[src/rtl/sound_scheduler_pkg.sv]
// Shared definitions for the sound scheduler: source indices, FSM states,
// default timing constants and the fixed-priority source picker.
package sound_scheduler_pkg;

    localparam int NUM_SRC  = 3;
    localparam int SRC_HIT  = 0;
    localparam int SRC_WALL = 1;
    localparam int SRC_GOAL = 2;

    localparam int DEF_CNT_W    = 26;
    localparam int DEF_HIT_DUR  = 10_000_000;
    localparam int DEF_WALL_DUR = 5_000_000;
    localparam int DEF_GOAL_DUR = 50_000_000;
    localparam int DEF_GAP_CYC  = 1_000_000;

    typedef enum logic [1:0] {
        ST_IDLE = 2'd0,
        ST_PLAY = 2'd1,
        ST_GAP  = 2'd2
    } state_e;

    // One-hot grant of the highest-priority pending source: goal > hit > wall
    function automatic logic [NUM_SRC-1:0] pickSource(input logic [NUM_SRC-1:0] pend);
        logic [NUM_SRC-1:0] grant;
        grant = '0;
        if (pend[SRC_GOAL]) begin
            grant[SRC_GOAL] = 1'b1;
        end else if (pend[SRC_HIT]) begin
            grant[SRC_HIT] = 1'b1;
        end else if (pend[SRC_WALL]) begin
            grant[SRC_WALL] = 1'b1;
        end
        return grant;
    endfunction

endpackage

[src/rtl/sound_scheduler_event_latch.sv]
// Rising-edge detector plus sticky pending flag for one sound source.
// Repeated events before the flag is cleared collapse into a single request.
module sound_scheduler_event_latch (
    input  logic clk,
    input  logic rst,
    input  logic in,
    input  logic clr,
    output logic pend
);

    logic prev_q;
    logic pend_q;
    logic pend_d;
    logic risingEdge;

    assign risingEdge = in & ~prev_q;

    // A fresh edge outranks a same-cycle clear, so an event landing on its own grant replays later
    always_comb begin
        pend_d = pend_q;
        if (risingEdge) begin
            pend_d = 1'b1;
        end else if (clr) begin
            pend_d = 1'b0;
        end
    end

    // History resets high so a level already asserted at reset release is not taken as an event
    always_ff @(posedge clk or negedge rst) begin
        if (!rst) begin
            prev_q <= 1'b1;
            pend_q <= 1'b0;
        end else begin
            prev_q <= in;
            pend_q <= pend_d;
        end
    end

    assign pend = pend_q;

endmodule

[src/rtl/sound_scheduler.sv]
// Arbitrates the single speaker path between hit, wall and goal sounds.
// One sound plays at a time for its programmed length, optionally followed by
// silence; a pending goal cuts short a hit or wall sound.
module sound_scheduler
    import sound_scheduler_pkg::*;
#(
    parameter int CNT_W    = DEF_CNT_W,
    parameter int HIT_DUR  = DEF_HIT_DUR,
    parameter int WALL_DUR = DEF_WALL_DUR,
    parameter int GOAL_DUR = DEF_GOAL_DUR,
    parameter int GAP_CYC  = DEF_GAP_CYC
) (
    input  logic       clk,
    input  logic       rst,
    input  logic       hit,
    input  logic       wall,
    input  logic       goal,
    output logic [2:0] snd_sel,
    output logic       snd_start,
    output logic       busy,
    output logic       drop
);

    localparam logic [CNT_W-1:0] HIT_LOAD  = CNT_W'(HIT_DUR - 1);
    localparam logic [CNT_W-1:0] WALL_LOAD = CNT_W'(WALL_DUR - 1);
    localparam logic [CNT_W-1:0] GOAL_LOAD = CNT_W'(GOAL_DUR - 1);
    localparam logic [CNT_W-1:0] GAP_LOAD  = (GAP_CYC > 0) ? CNT_W'(GAP_CYC - 1) : '0;
    localparam logic [NUM_SRC-1:0] GOAL_SEL = NUM_SRC'(1 << SRC_GOAL);

    state_e             state_q, state_d;
    logic [CNT_W-1:0]   cnt_q, cnt_d;
    logic [NUM_SRC-1:0] sel_q, sel_d;
    logic               start_q, start_d;
    logic               drop_q, drop_d;

    logic [NUM_SRC-1:0] eventIn;
    logic [NUM_SRC-1:0] pendVec;
    logic [NUM_SRC-1:0] clrVec;
    logic [NUM_SRC-1:0] grantVec;

    assign eventIn  = {goal, wall, hit};
    assign grantVec = pickSource(pendVec);

    for (genvar i = 0; i < NUM_SRC; i++) begin : gLatch
        sound_scheduler_event_latch uLatch (
            .clk  (clk),
            .rst  (rst),
            .in   (eventIn[i]),
            .clr  (clrVec[i]),
            .pend (pendVec[i])
        );
    end

    function automatic logic [CNT_W-1:0] loadFor(input logic [NUM_SRC-1:0] grant);
        if (grant[SRC_GOAL]) begin
            return GOAL_LOAD;
        end else if (grant[SRC_HIT]) begin
            return HIT_LOAD;
        end
        return WALL_LOAD;
    endfunction

    // Next-state logic: grant from IDLE, goal preemption and countdown in PLAY, silence in GAP
    always_comb begin
        state_d = state_q;
        cnt_d   = cnt_q;
        sel_d   = sel_q;
        start_d = 1'b0;
        drop_d  = 1'b0;
        clrVec  = '0;
        case (state_q)
            ST_IDLE: begin
                if (|pendVec) begin
                    state_d = ST_PLAY;
                    sel_d   = grantVec;
                    clrVec  = grantVec;
                    cnt_d   = loadFor(grantVec);
                    start_d = 1'b1;
                end
            end
            ST_PLAY: begin
                if (!sel_q[SRC_GOAL] && pendVec[SRC_GOAL]) begin
                    sel_d            = GOAL_SEL;
                    clrVec[SRC_GOAL] = 1'b1;
                    cnt_d            = GOAL_LOAD;
                    start_d          = 1'b1;
                    drop_d           = 1'b1;
                end else if (cnt_q == '0) begin
                    if (GAP_CYC > 0) begin
                        state_d = ST_GAP;
                        cnt_d   = GAP_LOAD;
                    end else begin
                        state_d = ST_IDLE;
                    end
                end else begin
                    cnt_d = cnt_q - CNT_W'(1);
                end
            end
            ST_GAP: begin
                if (cnt_q == '0) begin
                    state_d = ST_IDLE;
                end else begin
                    cnt_d = cnt_q - CNT_W'(1);
                end
            end
            default: begin
                state_d = ST_IDLE;
                cnt_d   = '0;
            end
        endcase
    end

    // State, shared counter, granted source and the registered one-cycle pulses
    always_ff @(posedge clk or negedge rst) begin
        if (!rst) begin
            state_q <= ST_IDLE;
            cnt_q   <= '0;
            sel_q   <= '0;
            start_q <= 1'b0;
            drop_q  <= 1'b0;
        end else begin
            state_q <= state_d;
            cnt_q   <= cnt_d;
            sel_q   <= sel_d;
            start_q <= start_d;
            drop_q  <= drop_d;
        end
    end

    assign snd_sel   = (state_q == ST_PLAY) ? sel_q : '0;
    assign busy      = (state_q != ST_IDLE);
    assign snd_start = start_q;
    assign drop      = drop_q;

endmodule

[config.mk]
export PLATFORM = sky130hd
export DESIGN_NAME = sound_scheduler
export DESIGN_NICKNAME = d
export VERILOG_FILES = /design/src/rtl/sound_scheduler_pkg.sv /design/src/rtl/sound_scheduler_event_latch.sv /design/src/rtl/sound_scheduler.sv
export SDC_FILE = /design/constraint.sdc
export NUM_CORES = 1
export LEC_CHECK = 0
export BUFFER_PORTS_ARGS = -buffer_cell sky130_fd_sc_hd__buf_2
export CORE_MARGIN = 5
export CORE_UTILIZATION = 60
export CTS_CLUSTER_SIZE = 24
export DETAILED_ROUTE_END_ITERATION = 8
export GPL_TIMING_DRIVEN = 0
export PLACE_DENSITY = 0.78
export SYNTH_ARGS = -nofsm -noshare
export SYNTH_HDL_FRONTEND = slang
export SYNTH_HIERARCHICAL = 1
export SYNTH_SLANG_ARGS = --single-unit
[constraint.sdc]
create_clock -name clk -period 5.7 [get_ports clk]
set_input_delay 0.855 -clock clk [delete_from_list [all_inputs] [get_ports clk]]
set_output_delay 0.855 -clock clk [all_outputs]
set_load 0.05 [all_outputs]
==> results of run 1 <==
[final timing paths]
path	from	end	cells after the start
min in group asynchronous	rst	sel_q[0]	1
setup / recovery	state_q[0]	cnt_q[18]	8
hold reg to reg	sel_q[0]	sel_q[0]	1
max in group asynchronous	rst	cnt_q[15]	1
setup reg to reg	state_q[0]	cnt_q[18]	8
hold / removal	sel_q[0]	sel_q[0]	1
[power by group through the flow]
stage	clock (mW)	sequential, mW	combinational (mW)
finish	0.188	0.279	0.00741
global route	0.201	0.279	0.00889
CTS	0.189	0.279	0.00787
detailed placement	0	0.284	0.00791
global placement	0	0.284	0.00735
floorplan	0	0.284	0.000569
[flip-flops by register name, summed over array words and instances (netlist names)]
name,cells
gLatch.uLatch/pend,3
state_q,2
gLatch.uLatch/prev_q,3
sel_q,3
snd_start,1
cnt_q,26
drop,1
[cells in the final DEF (no fill, tap or decap), types with 4 or more instances in the layout]
| master | Yosys | layout |
|---|---|---|
| dfrtp_1 | 36 | 36 |
| nor2_1 | 23 | 23 |
| o21ai_0 | 21 | 21 |
| nand2_1 | 20 | 20 |
| a21oi_1 | 19 | 19 |
| nor3_1 | 17 | 17 |
| buf_2 | 4 | 14 |
| inv_1 | 11 | 11 |
| clkbuf_1 | 11 | 11 |
| a31oi_1 | 9 | 9 |
| nand2b_1 | 8 | 8 |
| nand3_1 | 7 | 7 |
| and3_1 | 6 | 6 |
| a22o_1 | 6 | 6 |
| and2_1 | 5 | 5 |
| clkbuf_8 | 0 | 5 |
| nor4_2 | 4 | 4 |
| and4_1 | 4 | 4 |
[per-stage QoR]
| stage | hold slack (ns) | power (mW) |
|---|---|---|
| 2_1_floorplan | 0.439 | 0.285 |
| 3_3_place_gp | 0.451 | 0.292 |
| 3_5_place_dp | 0.460 | 0.292 |
| 4_1_cts | 0.478 | 0.476 |
| 5_1_grt | 0.510 | 0.489 |
| 6_report | 0.474 | 0.474 |
[metal layers]
metal,vias to the layer above,wire length (µm),GRT usage (%)
met1,1189,3150,40.0
met4,0,189,12.1
li1,1120,-,-
met3,15,647,6.08
met5,-,0,0
met2,133,3380,42.2
[cell usage after synthesis (all sizes together) (2+ instances only)]
cell	count	area [µm²]
nand2b	8	50.1
o221ai	3	26.3
nor4	7	68.8
o211a	2	20.0
dfstp	3	78.8
or4	5	45.0
dfrtp	36	901
o32ai	3	26.3
a21oi	19	95.1
and4	4	35.0
inv	11	41.3
a211o	2	17.5
a21o	3	22.5
nand2	20	75.1
a221oi	2	17.5
o22ai	5	50.1
clkbuf	11	41.3
o41ai	3	26.3
a22o	6	52.6
nor2	23	86.3
nand3	7	35.0
o211ai	2	15.0
a211oi	2	15.0
and3	6	37.5
buf	6	38.8
a31oi	9	56.3
nor3	18	101
a21boi	2	15.0
or2	2	12.5
a32oi	2	17.5
nor2b	3	18.8
and2	5	31.3
o21ai	22	110
a221o	2	20.0
a41oi	2	36.3
[worst max-delay path: stages, from the launching register on]
cell      delay, ns
dfrtp_1        0.36
clkbuf_1       0.20
nor2_1         0.31
clkinv_1       0.28
nor4_2         0.90
a41o_1         0.40
buf_4          0.27
o21ai_0        0.12
o21ai_0        0.08
[kinds of logic after synthesis]
group                    Yosys count
AO/OA/AOI/OAI                    101
XOR/XNOR                           1
AND/OR/NAND/NOR                  113
adder cells (fa/ha/maj)            1
buffers and inverters             29
flip-flops                        39
[area by class of cell]
type / instances / area [µm²]
plain buffers: 17 / 80.1
clock buffers: 5 / 68.8
clock inverters: 3 / 15.0
fillers: 349 / 1310
inverters: 12 / 45.0
multi-input cells: 216 / 1390
flip-flops and latches: 39 / 980
well taps: 50 / 62.6
repair buffers: 10 / 50.0
==> metrics.yaml, run 1 <==
status: "finished, final reports clean"
rsz0062_at_grt: "no"
ys_ff_latch: 39
slew_headroom_pct: 24.1
synth_compound_area_share_pct: 29.2
yosysWarnings: 6
core-area_mm2: 0.00400
clock_latency_ns: 0.30
max_cap_viol_count: 0
pre_cts_slack_ns: 2.84
grt_antenna_before_repair: 0
p_sw_share_pct: 23.4
tightest_slew_ns: 1.13
ys_seq_area_share_pct: 39.3
synth-adder-area-share_pct: 0.503
ant_nets: 0
hpwl_um: 5180
first_iter_violations: 322
grt_max_degree: 40
synth-simple-area-share_pct: 25.6
fmax_mhz: 332
period_share_pct: 52.8
drt_pre_antenna_iters: 5
root_buffer: "clkbuf_8"
ios: 11
p_leak_nw: 1.10
vdd_drop_max_uv: 157
worstSetupPathType: "reg -> reg"
grtUsageTotal_pct: 28.4
synth_flop_cell: "dfrtp_1"
die_area_mm2: 0.00554
finalCriticalPeriod_ns: 3.01
htree_levels: 2
path_clk_slew_ns: 0.08
final_cells: 352
synth_top_family_by_area: "compound AO/OA/AOI/OAI gates"
synth_area_per_cell_um2: 8.77
ys_async_sr_fraction_pct: 100
cp-end-kind: "flip-flop"
start_util_pct: 62.2
final_area_mm2: 0.00269
setup_tns_ns: 0
p_int_mw: 0.363
nets: 307
p_comb_share_pct: 1.6
finalSetupViolations: 0
die_y_um: 74.4
clock_path_buffers: 2
startpoint_type: "flip-flop"
synthMuxAreaShare_pct: 0
cts_tree: "yes"
vias: 2457
postCtsHoldBufs: 0
num_rows: 23
drc: 0
worstPathMaxFanout: 10
synth_cells: 284
cp.required_ns: 5.92
via_per_inst: 6.98
post_synth_num_cell_types: 61
hold_class: "reg -> reg"
ctsResizeCount: 0
drive_gt1_share_pct: 13.6
final-hold-violation-count: 0
post_cts_buffers: 0
worst_slack_ns: 2.69
io_buffer_count: 10
synth_nets: 290
netlist_area_mm2: 0.00249
grt_remaining_overflow: 0
grt_pass1_vias: 2243
synth_edf_count: 0
wl_um: 7360
placed_area_mm2: 0.00260
numCtsBuffers: 5
power_switching_mw: 0.111
cp.arrival_ns: 3.23
rrSetupSlack_ns: 2.69
drv_slew: 0
synth_xor_area_share_pct: 0.352
die_x_um: 74.4
grt_first_pass_wirelength_um: 11700
fin_skew_ns: 0.00284
gp_congestion: 0.981
p_clk_share_pct: 39.6
power_frac_seq_pct: 58.8
diodes: 0
dp_cells: 344
syn_to_final_growth_pct: 7.89
cts.sinks: 39
pwr_density_cell_mw_per_mm2: 177
utilization_pct: 67.2
routedWlPerCell_um: 20.9
No activity file was read; power rests on OpenSTA's default activity.
==> run 2, diff against run 1 <==
Settings changed: CORE_UTILIZATION 60 to 55, PLACE_DENSITY 0.78 to 0.75.
Clock period 5.7 ns to 2.5 ns, I/O delays scaled along.
==> run 2 against run 1 <==
  * First-iteration DRC count is 17% lower
  * Worst hold slack got worse by 0.30 ns
  * Final area rose by 9.2%
  * Register-to-register slack got worse by 2.6 ns
  * Utilization is 0.26 points lower
  * Flip-flop and latch count did not move
  * Cell count up 4.3%
  * Worst setup slack got worse by 2.6 ns
  * Clock skew grew 0.0063 ns
  * Fmax up 23%
  * Largest power group unchanged
==> metrics.yaml, run 2 (same netlist as run 1, synthesis figures left out) <==
path_clk_slew_ns: 0.08
largest_register_ffs: 26
fin_skew_ns: 0.00909
hold_class: "in -> reg"
worstSetupPathType: "reg -> reg"
fmax_mhz: 410
die_x_um: 77.3
num_rows: 24
drt_pre_antenna_iters: 5
worstPathMaxFanout: 6
grt_first_pass_wirelength_um: 11800
drv_slew: 0
dp_cells: 346
gp_congestion: 0.963
layout_commonest_cell: "dfrtp_1"
pwr_density_cell_mw_per_mm2: 381
mostFrequentLayoutCells: "dfrtp_1 (33), nor2_1 (23), o21ai_0 (21)"
status: "finished, final reports clean"
root_buffer: "clkbuf_8"
final_cells: 367
via_per_inst: 6.80
first_iter_violations: 266
diodes: 0
fill_cells: 376
cp.required_ns: 2.68
max_cap_viol_count: 0
grt_antenna_before_repair: 0
vias: 2496
postCtsHoldBufs: 0
cts.sinks: 39
io_buffer_count: 10
clock_latency_ns: 0.30
wl_um: 7380
seq_area_um2: 983
core-area_mm2: 0.00438
slew_headroom_pct: 41.6
grt_pass1_vias: 2317
cp-end-kind: "flip-flop"
grtUsageTotal_pct: 24.6
cts_tree: "yes"
numCtsBuffers: 5
grt_remaining_overflow: 0
drive_gt1_share_pct: 21.6
drc: 0
die_area_mm2: 0.00597
grt_max_degree: 40
finalSetupViolations: 0
routedWlPerCell_um: 20.1
vdd_drop_max_uv: 322
syn_to_final_growth_pct: 17.8
start_util_pct: 56.8
ant_nets: 0
clock_path_buffers: 2
ios: 11
cp.arrival_ns: 2.62
htree_levels: 2
utilization_pct: 66.9
final-hold-violation-count: 0
multi_input_area_mm2: 0.00149
top_register: "cnt_q"
finalCriticalPeriod_ns: 2.44
nets: 320
p_leak_nw: 1.18
startpoint_type: "flip-flop"
die_y_um: 77.3
tightest_slew_ns: 0.876
period_share_pct: 97.7
hpwl_um: 4980
[run 2: path summary, 6_finish.rpt]
kind	start	depth (start not counted)	slack (ns)	end
max in group asynchronous	rst	1	1.71	cnt_q[6]
min reg2reg	sel_q[0]	1	0.49	sel_q[0]
min in group asynchronous	rst	1	0.18	cnt_q[21]
max	cnt_q[2]	6	0.06	cnt_q[21]
max reg2reg	cnt_q[2]	6	0.06	cnt_q[21]
min	goal	1	0.17	gLatch[2].uLatch/prev_q
[run 2: cell type report]
| cell class | count | share of cell area, % |
|---|---|---|
| multi-input cells | 216 | 50.8 |
| flip-flops and latches | 39 | 33.5 |
| repair buffers | 24 | 5.42 |
| plain buffers | 16 | 3.16 |
| clock buffers | 6 | 2.82 |
| well taps | 52 | 2.22 |
| inverters | 12 | 1.54 |
| clock inverters | 2 | 0.555 |
[run 2: worst max-delay path: stages (launching register included)]
cell and delay, ns:
dfrtp_2 0.45, or4_4 0.59, or4_1 0.55, buf_6 0.16
nor3_1 0.16, o21ai_0 0.11, a221o_1 0.31
[run 2: routing by layer]
layer	routed length (µm)	part of all wire, %	up-vias	GRT usage, %
li1	-	-	1149	-
met1	3110	42	1205	35.3
met2	3520	48	126	37.1
met3	601	8.1	16	4.10
met4	143	1.9	0	8.76
met5	0	0	-	0
[run 2: stage by stage]
stage	worst slack, ns	hold slack, ns	cell area, µm²	total power, mW	TNS (ns)
after floorplan	0.149	0.0794	2500	0.649	0
after global placement	-0.294	0.458	2610	0.665	-4.75
after detailed placement	-0.333	0.468	2610	0.666	-5.16
after CTS	-0.0000913	0.173	2790	1.13	-0.0000913
after global routing	-0.0247	0.158	2930	1.17	-0.0447
final	0.0582	0.174	2930	1.12	0
[run 2: power by group]
group	switching (mW)	internal, mW	leakage (nW)	total [mW]
Clock	0.240	0.225	0.0474	0.465
Sequential	0.00114	0.635	0.424	0.636
Combinational	0.0142	0.00257	0.711	0.0168
[run 2: what timing repair did]
action,CTS,global route
pin swaps,2,5
gates resized for setup,6,22
gates cloned,0,1
setup endpoints to repair,26,25
setup buffers,5,8
